## config.mk

```make
export PLATFORM = sky130hd
export DESIGN_NAME = collision_unit
export DESIGN_NICKNAME = d
export VERILOG_FILES = /design/src/rtl/collision_unit.sv
export SDC_FILE = /design/constraint.sdc
export NUM_CORES = 1
export LEC_CHECK = 0
export CAP_MARGIN = 20
export CORE_MARGIN = 8
export CORE_UTILIZATION = 44
export DETAILED_ROUTE_END_ITERATION = 8
export MAX_ROUTING_LAYER = met4
export PLACE_DENSITY_LB_ADDON = 0.12
export SYNTH_ARGS = -nofsm -noshare
export SYNTH_HDL_FRONTEND = slang
export SYNTH_SLANG_ARGS = --single-unit
```

## constraint.sdc

```tcl
create_clock -name CLOCK_50 -period 2.92 [get_ports CLOCK_50]
set_input_delay 0.876 -clock CLOCK_50 [delete_from_list [all_inputs] [get_ports CLOCK_50]]
set_output_delay 0.876 -clock CLOCK_50 [all_outputs]
set_load 0.01 [all_outputs]
```

## src/rtl/collision_unit.sv

```systemverilog
// Collision unit: scans the entity file for 16x16 box overlaps of a mover's projected position and resolves it.
// Latency: COLLISION_DONE 1+2*N cycles after the IDLE cycle that samples RUN_COLLISION (N = entity count).
// Backpressure: level request/done handshake; the request must drop before a new scan can start.
// Optional feature: define COLLISION_WALL_CLAMP_EN to clamp non-blocked results to the 640x480 playfield.
module collision_unit (
  input  logic       CLOCK_50,
  input  logic       RESET_N,
  input  logic       RUN_COLLISION,
  input  logic [1:0] CUR_ADDR,
  input  logic [1:0] CUR_ID,
  input  logic [9:0] OLD_X,
  input  logic [8:0] OLD_Y,
  input  logic [9:0] PROJ_X,
  input  logic [8:0] PROJ_Y,
  input  logic [2:0] ENT_COUNT,
  output logic [1:0] RD_ADDR,
  input  logic [1:0] ENT_ID,
  input  logic [9:0] ENT_X,
  input  logic [8:0] ENT_Y,
  output logic       COLLISION_DONE,
  output logic [9:0] RES_X,
  output logic [8:0] RES_Y,
  output logic       GAME_OVER_FLAG,
  output logic       YOU_WIN_FLAG
);

  typedef enum logic [2:0] {
    IDLE   = 3'd0,
    FETCH  = 3'd1,
    CMP    = 3'd2,
    REPORT = 3'd3,
    HOLD   = 3'd4
  } state_t;

  localparam logic [1:0] ID_PLAYER = 2'b00;
  localparam logic [1:0] ID_ENEMY  = 2'b01;
  localparam logic [1:0] ID_GOAL   = 2'b10;
  localparam logic [1:0] ID_WALL   = 2'b11;

  state_t     state, state_nxt;

  // Scan context captured at request time; mover inputs are ignored once the scan starts.
  logic [2:0] idx;
  logic [2:0] count_q;
  logic [1:0] cur_addr_q;
  logic [1:0] cur_id_q;
  logic [9:0] old_x_q;
  logic [8:0] old_y_q;
  logic [9:0] proj_x_q;
  logic [8:0] proj_y_q;

  // Sticky results accumulated over the scan.
  logic       blocked;
  logic       hit_enemy;
  logic       hit_goal;

  logic [1:0] rd_addr_q;
  logic [9:0] res_x_q;
  logic [8:0] res_y_q;

  // FSM handshake strobes.
  logic       scan_start;
  logic       report_go;
  logic [2:0] idx_inc;

  // Overlap and classification of the entry currently on ENT_*.
  logic [10:0] dx, adx;
  logic [9:0]  dy, ady;
  logic        hit;
  logic        set_blk, set_enemy, set_goal;

  // Result selection.
  logic [9:0] src_px, clamp_x, res_x_nxt;
  logic [8:0] src_py, clamp_y, res_y_nxt;
  logic       blk_fin;

  assign idx_inc = idx + 3'd1;

  // State register.
  always_ff @(posedge CLOCK_50 or negedge RESET_N) begin
    if (!RESET_N) begin
      state <= IDLE;
    end else begin
      state <= state_nxt;
    end
  end

  // Next-state logic and the REPORT-cycle outputs.
  always_comb begin
    state_nxt      = state;
    scan_start     = 1'b0;
    report_go      = 1'b0;
    COLLISION_DONE = 1'b0;
    GAME_OVER_FLAG = 1'b0;
    YOU_WIN_FLAG   = 1'b0;
    case (state)
      IDLE: begin
        if (RUN_COLLISION) begin
          scan_start = 1'b1;
          if (ENT_COUNT == 3'd0) begin
            state_nxt = REPORT;
            report_go = 1'b1;
          end else begin
            state_nxt = FETCH;
          end
        end
      end
      FETCH: begin
        state_nxt = CMP;
      end
      CMP: begin
        if (idx_inc == count_q) begin
          state_nxt = REPORT;
          report_go = 1'b1;
        end else begin
          state_nxt = FETCH;
        end
      end
      REPORT: begin
        COLLISION_DONE = 1'b1;
        GAME_OVER_FLAG = hit_enemy;
        YOU_WIN_FLAG   = hit_goal & ~hit_enemy;
        state_nxt      = HOLD;
      end
      HOLD: begin
        // A request still held from the previous scan must not start another one.
        if (!RUN_COLLISION) state_nxt = IDLE;
      end
      default: begin
        state_nxt = IDLE;
      end
    endcase
  end

  // Box overlap: differences are one bit wider than the operands so far-apart entries never wrap into a hit.
  always_comb begin
    dx  = {1'b0, proj_x_q} - {1'b0, ENT_X};
    dy  = {1'b0, proj_y_q} - {1'b0, ENT_Y};
    adx = dx[10] ? (~dx + 11'd1) : dx;
    ady = dy[9]  ? (~dy + 10'd1) : dy;
    hit = (adx < 11'd16) && (ady < 10'd16) && (idx[1:0] != cur_addr_q);
  end

  // Interaction table between the mover and the entry it overlaps.
  always_comb begin
    set_blk   = 1'b0;
    set_enemy = 1'b0;
    set_goal  = 1'b0;
    if (hit) begin
      case (ENT_ID)
        ID_WALL: set_blk = 1'b1;
        ID_ENEMY: begin
          if (cur_id_q == ID_PLAYER)     set_enemy = 1'b1;
          else if (cur_id_q == ID_ENEMY) set_blk   = 1'b1;
        end
        ID_GOAL: begin
          if (cur_id_q == ID_PLAYER) set_goal = 1'b1;
        end
        ID_PLAYER: begin
          if (cur_id_q == ID_ENEMY) set_enemy = 1'b1;
        end
        default: ;
      endcase
    end
  end

  // Resolved position: for an empty scan it comes straight from the request inputs; otherwise from the
  // latched context, including the verdict of the final CMP cycle so it lines up with COLLISION_DONE.
  always_comb begin
    src_px  = (state == IDLE) ? PROJ_X : proj_x_q;
    src_py  = (state == IDLE) ? PROJ_Y : proj_y_q;
    blk_fin = (state == CMP) && (blocked || set_blk);
`ifdef COLLISION_WALL_CLAMP_EN
    clamp_x = (src_px > 10'd624) ? 10'd624 : src_px;
    clamp_y = (src_py > 9'd464)  ? 9'd464  : src_py;
`else
    clamp_x = src_px;
    clamp_y = src_py;
`endif
    res_x_nxt = blk_fin ? old_x_q : clamp_x;
    res_y_nxt = blk_fin ? old_y_q : clamp_y;
  end

  // Scan context, index, entity-file address and sticky flags.
  always_ff @(posedge CLOCK_50 or negedge RESET_N) begin
    if (!RESET_N) begin
      idx        <= 3'd0;
      count_q    <= 3'd0;
      cur_addr_q <= 2'd0;
      cur_id_q   <= 2'd0;
      old_x_q    <= 10'd0;
      old_y_q    <= 9'd0;
      proj_x_q   <= 10'd0;
      proj_y_q   <= 9'd0;
      blocked    <= 1'b0;
      hit_enemy  <= 1'b0;
      hit_goal   <= 1'b0;
      rd_addr_q  <= 2'd0;
    end else begin
      if (scan_start) begin
        idx        <= 3'd0;
        // The entity file has four slots; larger counts scan all four.
        count_q    <= (ENT_COUNT > 3'd4) ? 3'd4 : ENT_COUNT;
        cur_addr_q <= CUR_ADDR;
        cur_id_q   <= CUR_ID;
        old_x_q    <= OLD_X;
        old_y_q    <= OLD_Y;
        proj_x_q   <= PROJ_X;
        proj_y_q   <= PROJ_Y;
        blocked    <= 1'b0;
        hit_enemy  <= 1'b0;
        hit_goal   <= 1'b0;
        // The address only moves when a FETCH is about to happen.
        if (ENT_COUNT != 3'd0) rd_addr_q <= 2'd0;
      end
      if (state == CMP) begin
        idx       <= idx_inc;
        blocked   <= blocked   | set_blk;
        hit_enemy <= hit_enemy | set_enemy;
        hit_goal  <= hit_goal  | set_goal;
        if (!report_go) rd_addr_q <= idx_inc[1:0];
      end
    end
  end

  // Result register, loaded on entry to REPORT and held until the next report.
  always_ff @(posedge CLOCK_50 or negedge RESET_N) begin
    if (!RESET_N) begin
      res_x_q <= 10'd0;
      res_y_q <= 9'd0;
    end else if (report_go) begin
      res_x_q <= res_x_nxt;
      res_y_q <= res_y_nxt;
    end
  end

  assign RD_ADDR = rd_addr_q;
  assign RES_X   = res_x_q;
  assign RES_Y   = res_y_q;

endmodule

```

==> results of run 1 <==
[what timing repair did]
item | 4_1_cts | 5_1_grt
endpoints found under the setup margin | 22 | 22
buffers inserted | 17 | 6
gates cloned | 3 | 0
pin swaps | 57 | 27
resized for setup | 121 | 24
[placed cells by master, fill, tap and decap left out, types with 4 or more instances in the layout]
cell,Yosys,routed
nor2b_1,6,4
dfrtp_1,75,75
nor4_2,0,4
nor2_1,9,8
a221o_1,19,19
buf_4,3,81
nand3_1,5,4
clkbuf_8,0,9
xnor2_1,10,8
clkdlybuf4s15_1,0,5
ha_4,0,18
inv_2,0,18
dlygate4sd2_1,0,5
a21o_1,7,7
xor2_1,7,5
a21oi_1,14,8
clkdlybuf4s50_1,0,73
mux2i_1,19,19
a21oi_2,2,7
nor4_1,19,15
buf_6,1,16
o21ai_0,20,16
a31oi_1,4,4
o21a_1,4,4
nand2_1,144,142
[cells in the mapped netlist (4+ instances only)]
cell type	number	share of area, %
nand3_1	5	0.56
dfrtp_1	75	42
a221o_1	19	4.3
nor3_1	5	0.56
ha_1	20	5.6
nor2_1	9	0.76
a31oi_1	4	0.56
xor2_1	7	1.4
xnor2_1	10	2.0
and2_1	5	0.70
nor2b_1	6	0.84
inv_1	23	1.9
nor3b_1	4	0.67
a21o_1	7	1.2
o21a_1	4	0.67
o21ai_0	20	2.2
nand2_1	144	12
nor4_1	19	2.7
a211oi_1	4	0.67
a21oi_1	14	1.6
mux2i_1	19	4.3
clkbuf_1	19	1.6
[kinds of logic after synthesis]
family | count (synthesis) | share of synthesized area [%]
simple gates | 219 | 22.6
compound gates | 96 | 16.2
flops | 75 | 42.1
buf+inv | 49 | 4.58
fa+ha+maj | 22 | 6.52
mux | 20 | 4.52
xor+xnor | 17 | 3.34
[routing by layer]
layer,vias up,share of wire (%)
li1,2092,-
met1,2112,44
met2,101,51
met3,15,4.0
met4,0,1.2
met5,-,0
[worst paths after layout]
| kind | to | depth (start not counted) | slack [ps] | start |
|---|---|---|---|---|
| max | RES_X[2] | 15 | -530 | ENT_Y[0] |
| min | proj_x_q[3] | 1 | 440 | RESET_N |
| max reg2reg | RES_X[2] | 15 | -420 | proj_y_q[0] |
| min reg2reg | old_y_q[3] | 2 | 490 | old_y_q[3] |
| max in group asynchronous | state[0] | 2 | 1890 | RESET_N |
| min in group CLOCK_50 | old_y_q[3] | 2 | 490 | old_y_q[3] |
[sequential cells by signal (all words and copies together), names as in the netlist]
signal,count
hit_goal,1
cur_id_q,2
blocked,1
count_q,3
proj_y_q,9
idx,3
old_y_q,9
cur_addr_q,2
RES_Y,9
old_x_q,10
RES_X,10
proj_x_q,10
state,3
RD_ADDR,2
hit_enemy,1
[area by class of cell]
type	instances	area share [%]
Multi-Input combinational cell	374	41.9
Sequential cell	75	27.1
Timing Repair Buffer	186	24.3
Tap cell	133	2.40
Clock buffer	9	1.79
Inverter	23	1.32
Clock inverter	7	1.19
[report_power, final]
group          internal [mW]  switching [mW]
registers               1.48           0.368
clock network          0.410           0.458
logic                   2.22            1.99
total                   4.11            2.81
[per-stage QoR]
step / hold WS, ps / setup TNS [ps] / setup WS (ps)
3_5_place_dp: 465 / -27200 / -1320
6_report: 439 / -9920 / -529
4_1_cts: 450 / -9610 / -519
3_3_place_gp: 452 / -26280 / -1270
5_1_grt: 456 / -12470 / -629
2_1_floorplan: 441 / -10900 / -547
==> flow_summary.ini, run 1 <==
[outcome]
status = finished with violations
violations = setup timing

[placed_design]
place_inst = 767
portBuffers = 92
gp_congestion = 0.856
place_hpwl_mm = 9.89
place_area_um2 = 6040

[global_routing]
antenna_found_initial = 0
grt.overflow.total = 0
use_met3_pct = 4.45
grt.busiest_layer = met2
grt_max_degree = 50
grt_pass1_wl_mm = 23.0
met2_usage_pct = 37.4
grt_use_total_pct = 22.4
grt_util_met1_pct = 27.0
grt_pass1_vias = 4573

[pwr]
p_leak_nw = 3.20
max-vdd-ir-drop_uv = 527
total_power_mw = 6.92
p_per_area_nw_per_um2 = 999

[yosys]
syn_nets = 589
synthFlopType = dfrtp_1
ys_seq_elements = 75
syn_avg_cell_area_um2 = 8.94
syn_area_um2 = 4450
yosys_warnings = 0
synthArstFlopShare_pct = 100
synthCells = 498
ys_types = 57
synth_seq_area_share_pct = 42.1
synth_edf_count = 0

[cts]
clockRootBuffer = clkbuf_8
clk_latency_ps = 360
cts.sinks = 75
cts_hold_buffers = 0
clk_path_buf_depth = 2
clkTransAtPathRegs_ps = 90
cts_tree = yes
htreeDepth = 3
cts_buffers = 9

[cells_and_area]
drive_above_1_share_pct = 30.7
area_delta_synth_final_pct = 55.5
fin_cells = 807
fin_util_pct = 70.5
register_area_um2 = 1880
multi_input_area_um2 = 2910
nets = 760
n_fill_cell = 810
antenna_cells = 0
post-route-cell-area_um2 = 6930

[timing]
fin_crit_sh_pct = 118
hold_violations = 0
slew_headroom_pct = 63.4
period_needed_ps = 3450
setup_viol = 22
fmax_mhz = 290
slew_violations = 0
rsz0062_at_grt = true
fin_ws_ps = -529
worstMarginPinSlew_ps = 548
finalClockSkew_ps = 8.13

[route]
drtIter0Drc = 222
routedWlPerCell_um = 17.5
num_vias = 4320
vias_per_cell = 5.35
drt-pass1-iter-count = 4
drc_errors = 0
postRouteAntennaNets = 0
wl_mm = 14.1

[critical_path]
crit_top_cell = buf_6
crit_fanout = 5
startpoint_type = input pin
critPathArrivalTime_ps = 3690
end_kind = flop
slowest_stage = fa_2
critPathKind = in -> reg
path_cells = buf_6, ha_4, inv_2, fa_2, nand2b_4, nor3b_1, mux2_4, o211a_1, and4_1, o21ai_2, a2111oi_4, buf_4, o21ba_4, buf_6, a221o_1
cpLargestDelayFamily = compound AO/OA/AOI/OAI gates
critPathBufInv = 4
cp.required_ps = 3160
cp_slowest_stage_delay_ps = 510

[floorplan]
ioPinCount = 93
start_util_pct = 45.3
fp.dieW_um = 117
core_um2 = 9820
dieHeight_um = 117
dieArea_um2 = 13600
rows = 36

[hold_path]
hold_path.class = in -> async

[run]
maxCapViolations = 0
Note: power is estimated with default switching activity, not from simulation.
==> run 2, diff against run 1 <==
CORE_MARGIN = default   (was 8)
CTS_CLUSTER_SIZE = 12   (was default)
==> flow_summary.ini, run 2 (synthesis gave the netlist of run 1 again) <==
[cts]
cts_hold_buffers = 0
clockRootBuffer = clkbuf_8
clk_path_buf_depth = 2
clkTransAtPathRegs_ps = 80
htreeDepth = 3
cts.sinks = 75
cts_tree = yes
cts_buffers = 9
clk_latency_ps = 360

[timing]
hold_violations = 0
worstMarginPinSlew_ps = 652
fin_ws_ps = -619
slew_violations = 0
slew_headroom_pct = 56.5
fin_crit_sh_pct = 121
period_needed_ps = 3540
finalClockSkew_ps = 16.9
setup_viol = 22
rsz0062_at_grt = true
fmax_mhz = 283

[placed_design]
place_hpwl_mm = 8.93
gp_congestion = 0.902
preCtsSetupSlack_ps = -1290
portBuffers = 92
place_inst = 760

[route]
vias_per_cell = 5.38
drt-pass1-iter-count = 4
routedWlPerCell_um = 16.5
num_vias = 4262
drtIter0Drc = 119
wl_mm = 13.1
postRouteAntennaNets = 0
drc_errors = 0

[floorplan]
ioPinCount = 93
core_um2 = 9770
rows = 36
dieArea_um2 = 10500
start_util_pct = 45.6
fp.dieW_um = 103
dieHeight_um = 103

[global_routing]
grt_use_total_pct = 27.3
grt_pass1_vias = 4414
use_met3_pct = 4.34
grt_pass1_wl_mm = 21.1
grt.busiest_layer = met2
grt_max_degree = 76
met2_usage_pct = 46.3
grt_util_met1_pct = 31.6
grt.overflow.total = 0
antenna_found_initial = 0

[cells_and_area]
n_fill_cell = 799
fin_cells = 792
antenna_cells = 0
multi_input_area_um2 = 2870
drive_above_1_share_pct = 27.6
nets = 745
fin_util_pct = 68.5
layout_common_cells = nand2_1 (143), dfrtp_1 (75), clkdlybuf4s50_1 (73), buf_4 (71), inv_2 (20)
area_delta_synth_final_pct = 50.4
final_common_cell = nand2_1
register_area_um2 = 1880

[pwr]
p_leak_nw = 3.06
max-vdd-ir-drop_uv = 484
total_power_mw = 6.52
p_per_area_nw_per_um2 = 973

[outcome]
violations = setup timing
status = finished with violations

[critical_path]
critPathKind = in -> reg
r2r-start = proj_x_q[0]
crit_fanout = 5
cp.required_ps = 3150
critPathArrivalTime_ps = 3770
startpoint_type = input pin
end_kind = flop
crit_path_start = ENT_X[0]

[hold_path]
hold_start = blocked
hold_path.class = reg -> reg

[run]
maxCapViolations = 0
[run 2: cell count changes in the layout (fill, tap and decap cells not counted), moves of 3 or more]
cell	change
clkbuf_1	+3
buf_6	-7
nor4_4	+3
inv_6	-3
nor4_1	-6
nor4_2	+3
buf_4	-10
[run 2: power by group]
group | switching, mW | internal (mW) | leakage (nW)
clock network | 0.395 | 0.308 | 0.0726
logic | 1.89 | 2.06 | 2.03
registers | 0.378 | 1.48 | 0.950
total | 2.66 | 3.85 | 3.06
[run 2: repair_timing]
action	in CTS	in global routing
gates cloned	3	0
resized for setup	128	6
setup endpoints to repair	22	22
pin swaps	53	14
setup buffers	12	4
[run 2: routing by layer]
| layer | share of wire, % | routed length (um) | vias up |
|---|---|---|---|
| li1 | - | - | 2065 |
| met1 | 42 | 5460 | 2079 |
| met2 | 52 | 6760 | 91 |
| met3 | 3.6 | 469 | 27 |
| met4 | 3.0 | 396 | 0 |
| met5 | 0 | 0 | - |
[run 2: worst paths after layout]
kind,to,slack (ps),cells after the start
min in group asynchronous,state[2],510,2
max in group asynchronous,RES_Y[6],2070,2
worst max-delay path,RES_Y[4],-620,15
worst min-delay path,blocked,480,1
worst max register to register,RES_Y[4],-550,15
worst min register to register,blocked,480,1
[run 2: critical path, stage by stage]
cell,delay [ps]
buf_6,70
ha_4,120
inv_2,30
fa_2,320
a21o_1,200
and3_4,180
nand4b_1,190
o311ai_2,110
nand3_1,100
a2111o_1,460
a2111oi_4,390
buf_4,220
buf_8,140
nor4_2,50
a221o_1,290
[run 2: cell type report]
cell class	instances	share of cell area, %
well taps	133	2.48
flip-flops and latches	75	28.0
repair buffers	171	23.0
clock inverters	4	0.411
multi-input cells	374	42.8
clock buffers	12	2.02
inverters	23	1.29
[run 2: stage by stage]
stage | hold WS, ps | setup TNS, ps | cell area (um2)
floorplan | 441 | -10900 | 4530
global placement | 462 | -25110 | 5990
detailed placement | 461 | -26940 | 5990
CTS | 481 | -8990 | 6670
global route | 497 | -14560 | 6700
finish | 476 | -11710 | 6700
==> run 3, diff against run 2 <==
PLACE_DENSITY_LB_ADDON = 0.1   (was 0.12)
==> flow_summary.ini, run 3 (synthesis gave the netlist of run 1 again) <==
[cells_and_area]
fin_util_pct = 70.7
area_delta_synth_final_pct = 55.2
post-route-cell-area_um2 = 6910
register_area_um2 = 1880
n_fill_cell = 776
layout_common_cells = nand2_1 (142), dfrtp_1 (75), buf_4 (74), clkdlybuf4s50_1 (73)
drive_above_1_share_pct = 31.2
final_common_cell = nand2_1
multi_input_area_um2 = 2940
antenna_cells = 0
nets = 753

[timing]
fin_crit_sh_pct = 121
hold_violations = 0
finalClockSkew_ps = 11.3
slew_violations = 0
rsz0062_at_grt = true
worstMarginPinSlew_ps = 570
fin_ws_ps = -623
hold_ws_ps = 454
period_needed_ps = 3540
setup_viol = 22
fmax_mhz = 282
slew_headroom_pct = 61.9
setup_tns_ps = -11110

[global_routing]
grt.overflow.total = 0
grt_pass1_wl_mm = 21.4
grt_use_total_pct = 27.7
grt_pass1_vias = 4313
antenna_found_initial = 0
grt_max_degree = 50

[route]
wl_met3_um = 614
num_vias = 4364
routedWlPerCell_um = 17.0
top_layer = met4
vias_per_cell = 5.46
drt-pass1-iter-count = 4
postRouteAntennaNets = 0
drc_errors = 0
drtIter0Drc = 210
wl_met1_mm = 5.65
wl_mm = 13.6
dr_wl_met2_mm = 7.14

[pwr]
p_leak_nw = 3.15
max-vdd-ir-drop_uv = 584
total_power_mw = 6.97
p_per_area_nw_per_um2 = 1010

[cts]
cts_hold_buffers = 0
cts_tree = yes
clk_latency_ps = 370
htreeDepth = 3
cts_buffers = 9
clk_path_buf_depth = 2
cts.sinks = 75
clockRootBuffer = clkbuf_8
clkTransAtPathRegs_ps = 90

[floorplan]
core_um2 = 9770
dieHeight_um = 103
ioPinCount = 93
rows = 36
start_util_pct = 45.6
fp.dieW_um = 103
dieArea_um2 = 10500

[outcome]
status = finished with violations
violations = setup timing

[critical_path]
critPathBufInv = 6
crit_fanout = 6
cp_slowest_stage_delay_ps = 440
cpLargestDelayFamily = compound AO/OA/AOI/OAI gates
path_cells = buf_2, inv_2, ha_4, nor2b_4, o31a_1, buf_4, a21oi_1, nor4b_4, a2111o_1, a2111oi_4, buf_4, buf_6, buf_12, nor4_2, a221o_1
critPathArrivalTime_ps = 3790
end_kind = flop
r2r-start = proj_x_q[0]
cp.required_ps = 3160
slowest_stage = a2111o_1
startpoint_type = input pin
critPathKind = in -> reg
crit_top_cell = buf_4
crit_path_start = ENT_X[1]
ff2ff_setup_slack_ps = -510

[run]
maxCapViolations = 0

[placed_design]
gp_congestion = 0.824
place_hpwl_mm = 8.94
place_area_um2 = 5990
portBuffers = 92

[hold_path]
hold_path.class = in -> async
==> run 3: worst register-to-register path, delay by kind of cell, from the launching register on <==
kind            cells  cell delay (ps)
simple gates        4              510
compound gates      5             1370
buf+inv             5              550
fa+ha+maj           2              490
flops               1              400
==> run 3: layout make-up <==
cell class                      count  area share (%)
Clock buffer                        9            1.79
Clock inverter                      7            1.19
Inverter                           23            1.32
Multi-Input combinational cell    374            42.6
Sequential cell                    75            27.1
Tap cell                          133            2.41
Timing Repair Buffer              179            23.5
==> run 3: report_power, final <==
part           total [mW]  switching (mW)  internal (mW)
Sequential           1.87           0.387           1.48
Combinational        4.22            2.03           2.19
Clock               0.876           0.464          0.412
Total                6.97            2.89           4.08
==> run 3: worst paths after layout <==
kind,end,depth (start not counted)
max reg2reg,RES_X[4],16
max in group asynchronous,old_x_q[8],2
min,proj_y_q[4],1
max,RES_X[4],15
min in group CLOCK_50,blocked,1
min reg2reg,blocked,1
==> run 3: metal layers <==
layer,track usage (%),vias up
li1,-,2081
met1,32.7,2147
met2,48.1,112
met3,4.81,24
met4,8.24,0
met5,-,-
==> run 3: what timing repair did <==
action | in CTS | in global routing
buffers inserted | 20 | 4
setup endpoints to repair | 22 | 22
resized for setup | 133 | 26
gates cloned | 1 | 0
pin swaps | 56 | 26
==> run 3: through the flow <==
stage	worst slack, ps	cells
finish	-623	800
global route	-722	800
CTS	-510	797
detailed placement	-1280	760
global placement	-1210	760
floorplan	-547	498
